### src/rtl/fx_stage_driver.sv
// Initiator side of an effect stage start/done handshake: hands one sample to the
// stage, holds start until done or timeout, then emits the result with a valid pulse.
module fx_stage_driver #(
  parameter int unsigned WIDTH          = 12,
  parameter int unsigned TIMEOUT_CYCLES = 16,
  parameter int unsigned CNT_W          = 8
) (
  input  logic             clock,
  input  logic             reset,
  input  logic             sample_ready,
  input  logic [WIDTH-1:0] sample_in,
  output logic             fx_start,
  output logic [WIDTH-1:0] fx_sample,
  input  logic [WIDTH-1:0] fx_result,
  input  logic             fx_done,
  output logic [WIDTH-1:0] sample_out,
  output logic             sample_valid,
  output logic             busy,
  output logic             timeout_pulse,
  output logic             overrun_pulse,
  output logic [CNT_W-1:0] timeout_count,
  output logic [CNT_W-1:0] overrun_count
);

  localparam int unsigned TMR_W = (TIMEOUT_CYCLES > 2) ? $clog2(TIMEOUT_CYCLES) : 1;
  localparam logic [TMR_W-1:0] TMR_LAST = TMR_W'(TIMEOUT_CYCLES - 1);
  localparam logic [CNT_W-1:0] CNT_MAX  = {CNT_W{1'b1}};

  typedef enum logic [1:0] {
    ST_IDLE,
    ST_ARM,
    ST_WAIT
  } state_t;

  state_t             r_state;
  logic [TMR_W-1:0]   r_timer;
  logic [WIDTH-1:0]   r_raw;
  logic               r_fx_start;
  logic [WIDTH-1:0]   r_fx_sample;
  logic [WIDTH-1:0]   r_sample_out;
  logic               r_sample_valid;
  logic               r_busy;
  logic               r_timeout_pulse;
  logic               r_overrun_pulse;
  logic [CNT_W-1:0]   r_timeout_count;
  logic [CNT_W-1:0]   r_overrun_count;

  // Handshake FSM; pulses default low every cycle, counters saturate.
  always_ff @(posedge clock) begin
    if (reset) begin
      r_state         <= ST_IDLE;
      r_timer         <= '0;
      r_raw           <= '0;
      r_fx_start      <= 1'b0;
      r_fx_sample     <= '0;
      r_sample_out    <= '0;
      r_sample_valid  <= 1'b0;
      r_busy          <= 1'b0;
      r_timeout_pulse <= 1'b0;
      r_overrun_pulse <= 1'b0;
      r_timeout_count <= '0;
      r_overrun_count <= '0;
    end else begin
      r_sample_valid  <= 1'b0;
      r_timeout_pulse <= 1'b0;
      r_overrun_pulse <= 1'b0;

      // A strobe outside IDLE (including the completing edge) is dropped.
      if (sample_ready && (r_state != ST_IDLE)) begin
        r_overrun_pulse <= 1'b1;
        if (r_overrun_count != CNT_MAX) r_overrun_count <= r_overrun_count + CNT_W'(1);
      end

      case (r_state)
        ST_IDLE: begin
          if (sample_ready) begin
            r_fx_sample <= sample_in;
            r_raw       <= sample_in;
            r_fx_start  <= 1'b1;
            r_busy      <= 1'b1;
            r_state     <= ST_ARM;
          end
        end
        // done may still be high from the previous sample here, so it is ignored.
        ST_ARM: begin
          r_timer <= '0;
          r_state <= ST_WAIT;
        end
        ST_WAIT: begin
          if (fx_done) begin
            r_sample_out   <= fx_result;
            r_sample_valid <= 1'b1;
            r_fx_start     <= 1'b0;
            r_busy         <= 1'b0;
            r_state        <= ST_IDLE;
          end else if (r_timer == TMR_LAST) begin
            r_sample_out    <= r_raw;
            r_sample_valid  <= 1'b1;
            r_timeout_pulse <= 1'b1;
            if (r_timeout_count != CNT_MAX) r_timeout_count <= r_timeout_count + CNT_W'(1);
            r_fx_start      <= 1'b0;
            r_busy          <= 1'b0;
            r_state         <= ST_IDLE;
          end else begin
            r_timer <= r_timer + TMR_W'(1);
          end
        end
        default: begin
          r_fx_start <= 1'b0;
          r_busy     <= 1'b0;
          r_state    <= ST_IDLE;
        end
      endcase
    end
  end

  assign fx_start      = r_fx_start;
  assign fx_sample     = r_fx_sample;
  assign sample_out    = r_sample_out;
  assign sample_valid  = r_sample_valid;
  assign busy          = r_busy;
  assign timeout_pulse = r_timeout_pulse;
  assign overrun_pulse = r_overrun_pulse;
  assign timeout_count = r_timeout_count;
  assign overrun_count = r_overrun_count;

endmodule

### config.mk
export PLATFORM = sky130hd
export DESIGN_NAME = fx_stage_driver
export DESIGN_NICKNAME = d
export VERILOG_FILES = /design/src/rtl/fx_stage_driver.sv
export SDC_FILE = /design/constraint.sdc
export NUM_CORES = 1
export LEC_CHECK = 0
export BUFFER_PORTS_ARGS = -buffer_cell sky130_fd_sc_hd__buf_2
export CORE_ASPECT_RATIO = 0.7
export CORE_MARGIN = 1
export CORE_UTILIZATION = 45
export DETAILED_ROUTE_END_ITERATION = 8
export PLACE_DENSITY_LB_ADDON = 0.08
export SYNTH_ARGS = -nofsm -noshare
export SYNTH_HDL_FRONTEND = slang
export SYNTH_SLANG_ARGS = --single-unit
### constraint.sdc
create_clock -name clock -period 1.8 [get_ports clock]
set_input_delay 0.18 -clock clock [delete_from_list [all_inputs] [get_ports clock]]
set_output_delay 0.18 -clock clock [all_outputs]
set_load 0.01 [all_outputs]
==> impl_summary.log, run 1 <==
INFO  metric critical_path.max_stage_delay = just under 0.4 ns
INFO  metric layout-area-overhead-vs-synth = 26.2%
INFO  metric drtPass1Iterations = 8
INFO  metric die-width = about 84 um
INFO  metric fraction_of_final_layout_cells_with_drive_strength_greater_than_1 = between 30% and 40%
INFO  metric cts-buffers-inserted = 5
INFO  metric slew-limit-headroom = 67.8%
INFO  metric dp_hpwl = 3460 um
INFO  metric detail_route.wirelength = 4850 um
INFO  metric cts_sinks = 50
INFO  metric endpoint_kind = flop
INFO  metric worst-slew-pin-transition = between 0.4 and 0.5 ns
INFO  metric synth-xor-area-share = roughly 2.5%
INFO  metric setup_total_negative_slack = 0 ns
INFO  metric number_of_antenna_violations_at_the_first_check_in_global_routing = 0
INFO  metric final_hold_viol_count = 0
INFO  metric clock_path_buffers = 2
INFO  metric globalplace.congestion = 0.854
INFO  metric worst-setup-path-type = flop to flop
INFO  metric detail_route.vias_per_cell = 5.19
INFO  metric period_needed = around 1.7 ns
INFO  metric worst-path-buf-inv = 1
INFO  metric critical-path-slowest-cell = dfxtp_1
INFO  metric synth_fa_ha_area_share = ~1.8%
INFO  metric final.period_utilization = approximately 92%
INFO  metric maxClockFrequency = ~600 MHz
INFO  metric final-setup-viol-count = 0
INFO  metric run_status = finished, violations left
INFO  metric first_global_vias = 1663
INFO  metric port_buffers = slightly above 70
INFO  metric leakage = between 1 and 1.5 nW
INFO  metric kind_of_cell_with_the_highest_combined_delay_on_the_critical_path = simple AND/OR/NAND/NOR gates
INFO  metric cellPowerDensity = ~790 nW/um^2
INFO  metric clockRootBuffer = clkbuf_8
INFO  metric die-area = between 5000 and 6000 um^2
INFO  metric grt_overflow = 0
INFO  metric synth_fp_nets = ~270
INFO  metric muxShareOfSynthArea = around 6.6%
INFO  metric synth_compound_gate_area_share = approximately 18%
INFO  metric syn_inst = ~240
INFO  metric cp_data_required_time = a little over 2 ns
INFO  metric synth_top_area_cell = dfxtp_1
INFO  metric synth.ff_latch_count = 50
INFO  metric critical_path.max_fanout = 7
INFO  metric synth.top_cell.area_share = 46.8%
INFO  metric h-tree-depth = 2
INFO  metric yosysWarnings = 0
INFO  metric synth.area.top_cells = dfxtp_1, mux2i_1, nand2_1, a21oi_1, nor2_1
INFO  metric synthFlopType = dfxtp_1
INFO  metric post_synth_and_or_nand_nor_area_fraction = between 20% and 30%
INFO  metric synth_area = 2140 um^2
INFO  metric timing.max_cap.violations = 0
INFO  metric synth_cell_type_count = 38
INFO  metric vdd_drop_max = 0.000440 V
INFO  metric clk_pin_slew = 0.09 ns
INFO  metric start_util = a little under half
INFO  metric whs = ~0.1 ns
INFO  metric path_cells = ha_1 -> and3_2 -> o211ai_4 -> buf_4 -> or3_1 -> a21oi_1
INFO  metric routedWlPerCell = approximately 13 um
INFO  metric n_antenna_cell = 0
INFO  metric cp_data_arrival_time = around 1.9 ns
INFO  metric setup_repair_after_global_routing_missed_its_margin = no
INFO  metric ios = 73
INFO  metric core_rows = 20
INFO  metric final.setup_skew = about 0.0057 ns
INFO  metric synth.yosys.seq_area_share = roughly 47%
INFO  metric post-route-drc-count = 5
INFO  metric grt_start_max_net_pins = 27
INFO  metric drt_iter0_drc = 73
INFO  metric syn_area_per_cell = roughly 8.8 um^2
INFO  metric clock_insertion_delay_worst_skew = ~0.31 ns
INFO  metric leading_cell_types_in_the_layout_fill_and_taps_excluded = buf_2, dfxtp_1, nand2_1
INFO  metric synth_async_sr_flop_share = 0%
INFO  metric drv_slew = 0
INFO  metric globalRouteTotalUtil = about a fifth
INFO  metric final_net_count = ~350
INFO  metric grt_first_pass_wirelength = about 7600 um
INFO  metric routed-via-count = 1929
INFO  metric core_ar = 4450 um^2
INFO  metric synth_edf_count = 0
INFO  metric post_cts.repair.setup_buffers = 0
INFO  metric synth_top_family_by_area = simple AND/OR/NAND/NOR gates
INFO  metric fp.dieH = roughly 60 um
INFO  metric postRouteAntennaNets = 0
INFO  metric min-delay-path-class = input port to flop
INFO  metric cp-start-kind = flop
INFO  metric leading_cell_type_in_the_layout_fill_and_taps_excluded = buf_2
INFO  metric failed_checks = DRC
INFO  metric cts_tree = yes
state kept, by name, indices dropped and copies added (netlist names):
| signal | count |
|---|---|
| timeout_pulse | 1 |
| overrun_count | 8 |
| fx_sample | 12 |
| r_state | 2 |
| r_timer | 4 |
| sample_out | 12 |
| busy | 1 |
| timeout_count | 8 |
| sample_valid | 1 |
| overrun_pulse | 1 |
worst min-delay path, cell delays in order:
cell	delay [ns]
buf_2	0.10
nand2_1	0.05
a21oi_1	0.05
layer usage:
| layer | track usage, % | vias to the layer above | routed length [um] |
|---|---|---|---|
| met2 | 29.6 | 46 | 2020 |
| li1 | - | 1005 | - |
| met4 | 6.54 | 0 | 46 |
| met3 | 5.66 | 5 | 264 |
| met1 | 27.6 | 873 | 2520 |
| met5 | 0 | - | 0 |
synthesized netlist by cell type (3+ instances only):
master,count
a21oi_1,22
buf_2,3
a211oi_1,13
nor3_1,3
buf_4,3
or4_1,3
o31ai_1,3
o21ai_0,7
xor2_1,6
nand4_1,3
nand3_1,7
inv_1,3
nand2_1,32
clkbuf_1,9
mux2i_1,14
nor2_1,29
ha_1,3
and3_1,4
dfxtp_1,50
o211ai_1,3
or3_1,3
final timing paths:
kind | startpoint | endpoint | slack, ns | cells past startpoint
hold / removal | sample_in[4] | fx_sample[4] | 0.1 | 3
setup / recovery | r_timer[0] | timeout_count[4] | 0.14 | 6
hold reg to reg | fx_sample[9] | fx_sample[9] | 0.47 | 2
setup reg to reg | r_timer[0] | timeout_count[4] | 0.14 | 6
timing repair:
| item | CTS | global route |
|---|---|---|
| hold buffers | 0 | 0 |
| gates resized for setup | 0 | 2 |
| setup endpoints to repair | 0 | 3 |
stage by stage:
step,utilization (%),instances,worst slack [ns],instance area [um^2],power [W]
finish,60.6,372,0.135,2700,0.00214
global route,60.6,372,0.0160,2700,0.00222
CTS,60.3,372,0.0806,2690,0.00215
detailed placement,58.0,364,0.109,2580,0.00143
global placement,58.0,364,0.158,2580,0.00142
floorplan,-,242,0.216,2140,0.00133
cell type report:
| type | count | area, um^2 |
|---|---|---|
| clock buffer | 7 | 96.3 |
| clock inverter | 1 | 8.76 |
| fill | 423 | 1760 |
| inverter | 3 | 11.3 |
| multi-input combinational | 174 | 1060 |
| sequential | 50 | 1000 |
| tap | 55 | 68.8 |
| timing repair buffer | 82 | 448 |
cells by family (layout without fill, tap and decap cells):
group,after synthesis,in the layout
flip-flops,50,50
AND/OR/NAND/NOR,93,93
multiplexers,14,14
XOR/XNOR,6,6
buffers and inverters,18,93
adder cells (fa/ha/maj),3,3
AO/OA/AOI/OAI,58,58
where the power goes:
part	total (W)	internal [W]	switching, W	leakage [nW]
logic	0.000232	0.000103	0.000129	0.737
clock network	0.000734	0.000353	0.000382	0.0544
registers	0.00117	0.00114	0.0000277	0.406
No activity file was read; power rests on OpenSTA's default activity.
==> run 2, diff against run 1 <==
Settings changed: CELL_PAD_IN_SITES_DETAIL_PLACEMENT set to 0, CELL_PAD_IN_SITES_GLOBAL_PLACEMENT set to 1, CORE_UTILIZATION 45 to 36.
Clock period 1.8 ns to 1.6 ns, I/O delays scaled along.
==> impl_summary.log, run 2 (synthesized netlist as in run 1, its figures left out) <==
INFO  metric run_status = finished, violations left
INFO  metric failed_checks = DRC
INFO  metric die-width = 94.1 um (+12%)
INFO  metric detail_route.vias_per_cell = 4.77 (-7.9%)
INFO  metric cp_data_required_time = 1.84 ns (-0.20 ns)
INFO  metric grt_first_pass_wirelength = 8410 um (+10%)
INFO  metric h-tree-depth = 2 (unchanged)
INFO  metric design_area = 2900 um^2 (+7.4%)
INFO  metric first_global_vias = 1726 (+3.8%)
INFO  metric number_of_antenna_violations_at_the_first_check_in_global_routing = 0 (unchanged)
INFO  metric globalRouteTotalUtil = 17.6% (-2.2 points)
INFO  metric cts-buffers-inserted = 5 (unchanged)
INFO  metric cp-start-kind = flop
INFO  metric final_net_count = 363 (+4.6%)
INFO  metric leakage = 1.30 nW (+8.6%)
INFO  metric endpoint_kind = flop
INFO  metric layout-area-overhead-vs-synth = 35.5%
INFO  metric cts_tree = yes
INFO  metric r2r_start = r_timer[0]
INFO  metric critPathLaunch = r_timer[0]
INFO  metric die-area = 6250 um^2 (+24%)
INFO  metric grt_overflow = 0 (unchanged)
INFO  metric min-delay-path-class = input port to flop
INFO  metric critical_path.max_stage_delay = 0.37 ns (-0.02 ns)
INFO  metric drv_slew = 0 (unchanged)
INFO  metric start_util = 37.3% (-11 points)
INFO  metric setup_repair_after_global_routing_missed_its_margin = yes
INFO  metric dp_hpwl = 3790 um (+9.4%)
INFO  metric n_antenna_cell = 0 (unchanged)
INFO  metric worstHoldStart = sample_in[5]
INFO  metric cts_hold_repair.buffers = 0 (unchanged)
INFO  metric routed-via-count = 1948 (+0.98%)
INFO  metric clock_path_buffers = 2 (unchanged)
INFO  metric path_cells = ha_2 -> and3_4 -> o211ai_4 -> buf_6 -> or3_1 -> a21oi_2
INFO  metric fp.dieH = 66.5 um (+11%)
INFO  metric slew-limit-headroom = 78.4% (+11 points)
INFO  metric worst_slack = 0.0570 ns (-0.0781 ns)
INFO  metric critical_path.max_fanout = 8 (+1)
INFO  metric leading_cell_type_in_the_layout_fill_and_taps_excluded = buf_2
INFO  metric clk_pin_slew = 0.09 ns (about the same)
INFO  metric cellPowerDensity = 851 nW/um^2 (+7.5%)
INFO  metric fill_cells = 596 (+41%)
INFO  metric cp_data_arrival_time = 1.78 ns (-0.13 ns)
INFO  metric final-setup-viol-count = 0 (unchanged)
INFO  metric postRouteAntennaNets = 0 (unchanged)
INFO  metric port_buffers = 72 (unchanged)
INFO  metric core_rows = 23 (+15%)
INFO  metric routedWlPerCell = 12.9 um (-0.70%)
INFO  metric drtPass1Iterations = 6 (-2)
INFO  metric drt_iter0_drc = 62 (-15%)
INFO  metric clock_insertion_delay_worst_skew = 0.30 ns (about the same)
INFO  metric vdd_drop_max = 0.000318 V (-28%)
INFO  metric post-route-drc-count = 2 (-3)
INFO  metric core_ar = 5730 um^2 (+29%)
INFO  metric pre_cts_slack = 0.0258 ns (-0.0835 ns)
INFO  metric grt_start_max_net_pins = 25 (-7.4%)
INFO  metric layout.core_utilization = 50.6% (-10 points)
INFO  metric critical-path-slowest-cell = or3_1
INFO  metric worst-setup-path-type = flop to flop
INFO  metric leading_cell_types_in_the_layout_fill_and_taps_excluded = buf_2, dfxtp_1, nand2_1
INFO  metric period_needed = 1.54 ns (-0.122 ns)
INFO  metric final_hold_viol_count = 0 (unchanged)
INFO  metric timing.max_cap.violations = 0 (unchanged)
INFO  metric fraction_of_final_layout_cells_with_drive_strength_greater_than_1 = 36.0% (+5.4 points)
INFO  metric ios = 73 (unchanged)
INFO  metric detail_route.wirelength = 5280 um (+8.9%)
INFO  metric final.setup_skew = 0.00545 ns (-0.000253 ns)
INFO  metric worst-slew-pin-transition = 0.324 ns (-0.159 ns)
INFO  metric cts_sinks = 50 (unchanged)
INFO  metric final.period_utilization = 96.4% (+3.9 points)
INFO  metric placed_cell_area = 2730 um^2 (+5.5%)
INFO  metric clockRootBuffer = clkbuf_8
INFO  metric maxClockFrequency = 648 MHz (+7.9%)
INFO  metric globalplace.congestion = 0.760 (-11%)
run 2: changes by cell type in the layout (fill, tap and decap cells not counted), moves of 2 or more:
cell,before,now
dfxtp_1,50,46
a21oi_2,0,2
clkbuf_8,7,5
clkbuf_1,0,2
a21oi_1,22,20
dfxtp_2,0,4
buf_4,9,23
run 2: stage by stage:
stage / TNS, ns / cells / total power, W / hold slack [ns]
3_3_place_gp: 0 / 398 / 0.00162 / 0.403
2_1_floorplan: 0 / 242 / 0.00150 / 0.296
3_5_place_dp: 0 / 398 / 0.00162 / 0.407
4_1_cts: 0 / 406 / 0.00250 / 0.0853
5_1_grt: -0.0165 / 408 / 0.00260 / 0.0868
6_report: 0 / 408 / 0.00246 / 0.0912
run 2: final cells by class:
cell class | count | area [um^2] | share of cell area [%]
Tap cell | 75 | 93.8 | 3.24
Clock buffer | 7 | 76.3 | 2.63
Multi-Input combinational cell | 174 | 1090 | 37.8
Timing Repair Buffer | 98 | 584 | 20.2
Sequential cell | 50 | 1010 | 34.7
Inverter | 3 | 11.3 | 0.389
Clock inverter | 1 | 30.0 | 1.04
run 2: what timing repair did:
action                     4_1_cts  5_1_grt
setup endpoints to repair        0       13
buffers inserted                 0        2
resized for setup                0       14
run 2: worst paths after layout:
check | endpoint | slack (ns) | depth (start not counted)
max | timeout_count[4] | 0.06 | 6
min | fx_sample[5] | 0.09 | 3
max reg2reg | timeout_count[4] | 0.06 | 6
min reg2reg | fx_sample[9] | 0.47 | 2
run 2: metal layers:
metal,routed length [um],global-route usage (%)
met1,2770,25.8
met4,44,4.62
met2,2170,24.7
met5,0,0
met3,299,4.91
run 2: power breakdown:
| part | switching, W | total, W | internal [W] |
|---|---|---|---|
| combinational | 0.000150 | 0.000278 | 0.000127 |
| clock | 0.000405 | 0.000873 | 0.000468 |
| sequential | 0.0000292 | 0.00131 | 0.00128 |
| total | 0.000584 | 0.00246 | 0.00188 |
run 2: critical path, delay by kind of cell (launching register included):
kind / cells / cell delay [ns]
AND/OR/NAND/NOR: 2 / 0.57
buffers and inverters: 1 / 0.16
AO/OA/AOI/OAI: 2 / 0.24
adder cells (fa/ha/maj): 1 / 0.17
flip-flops: 1 / 0.34
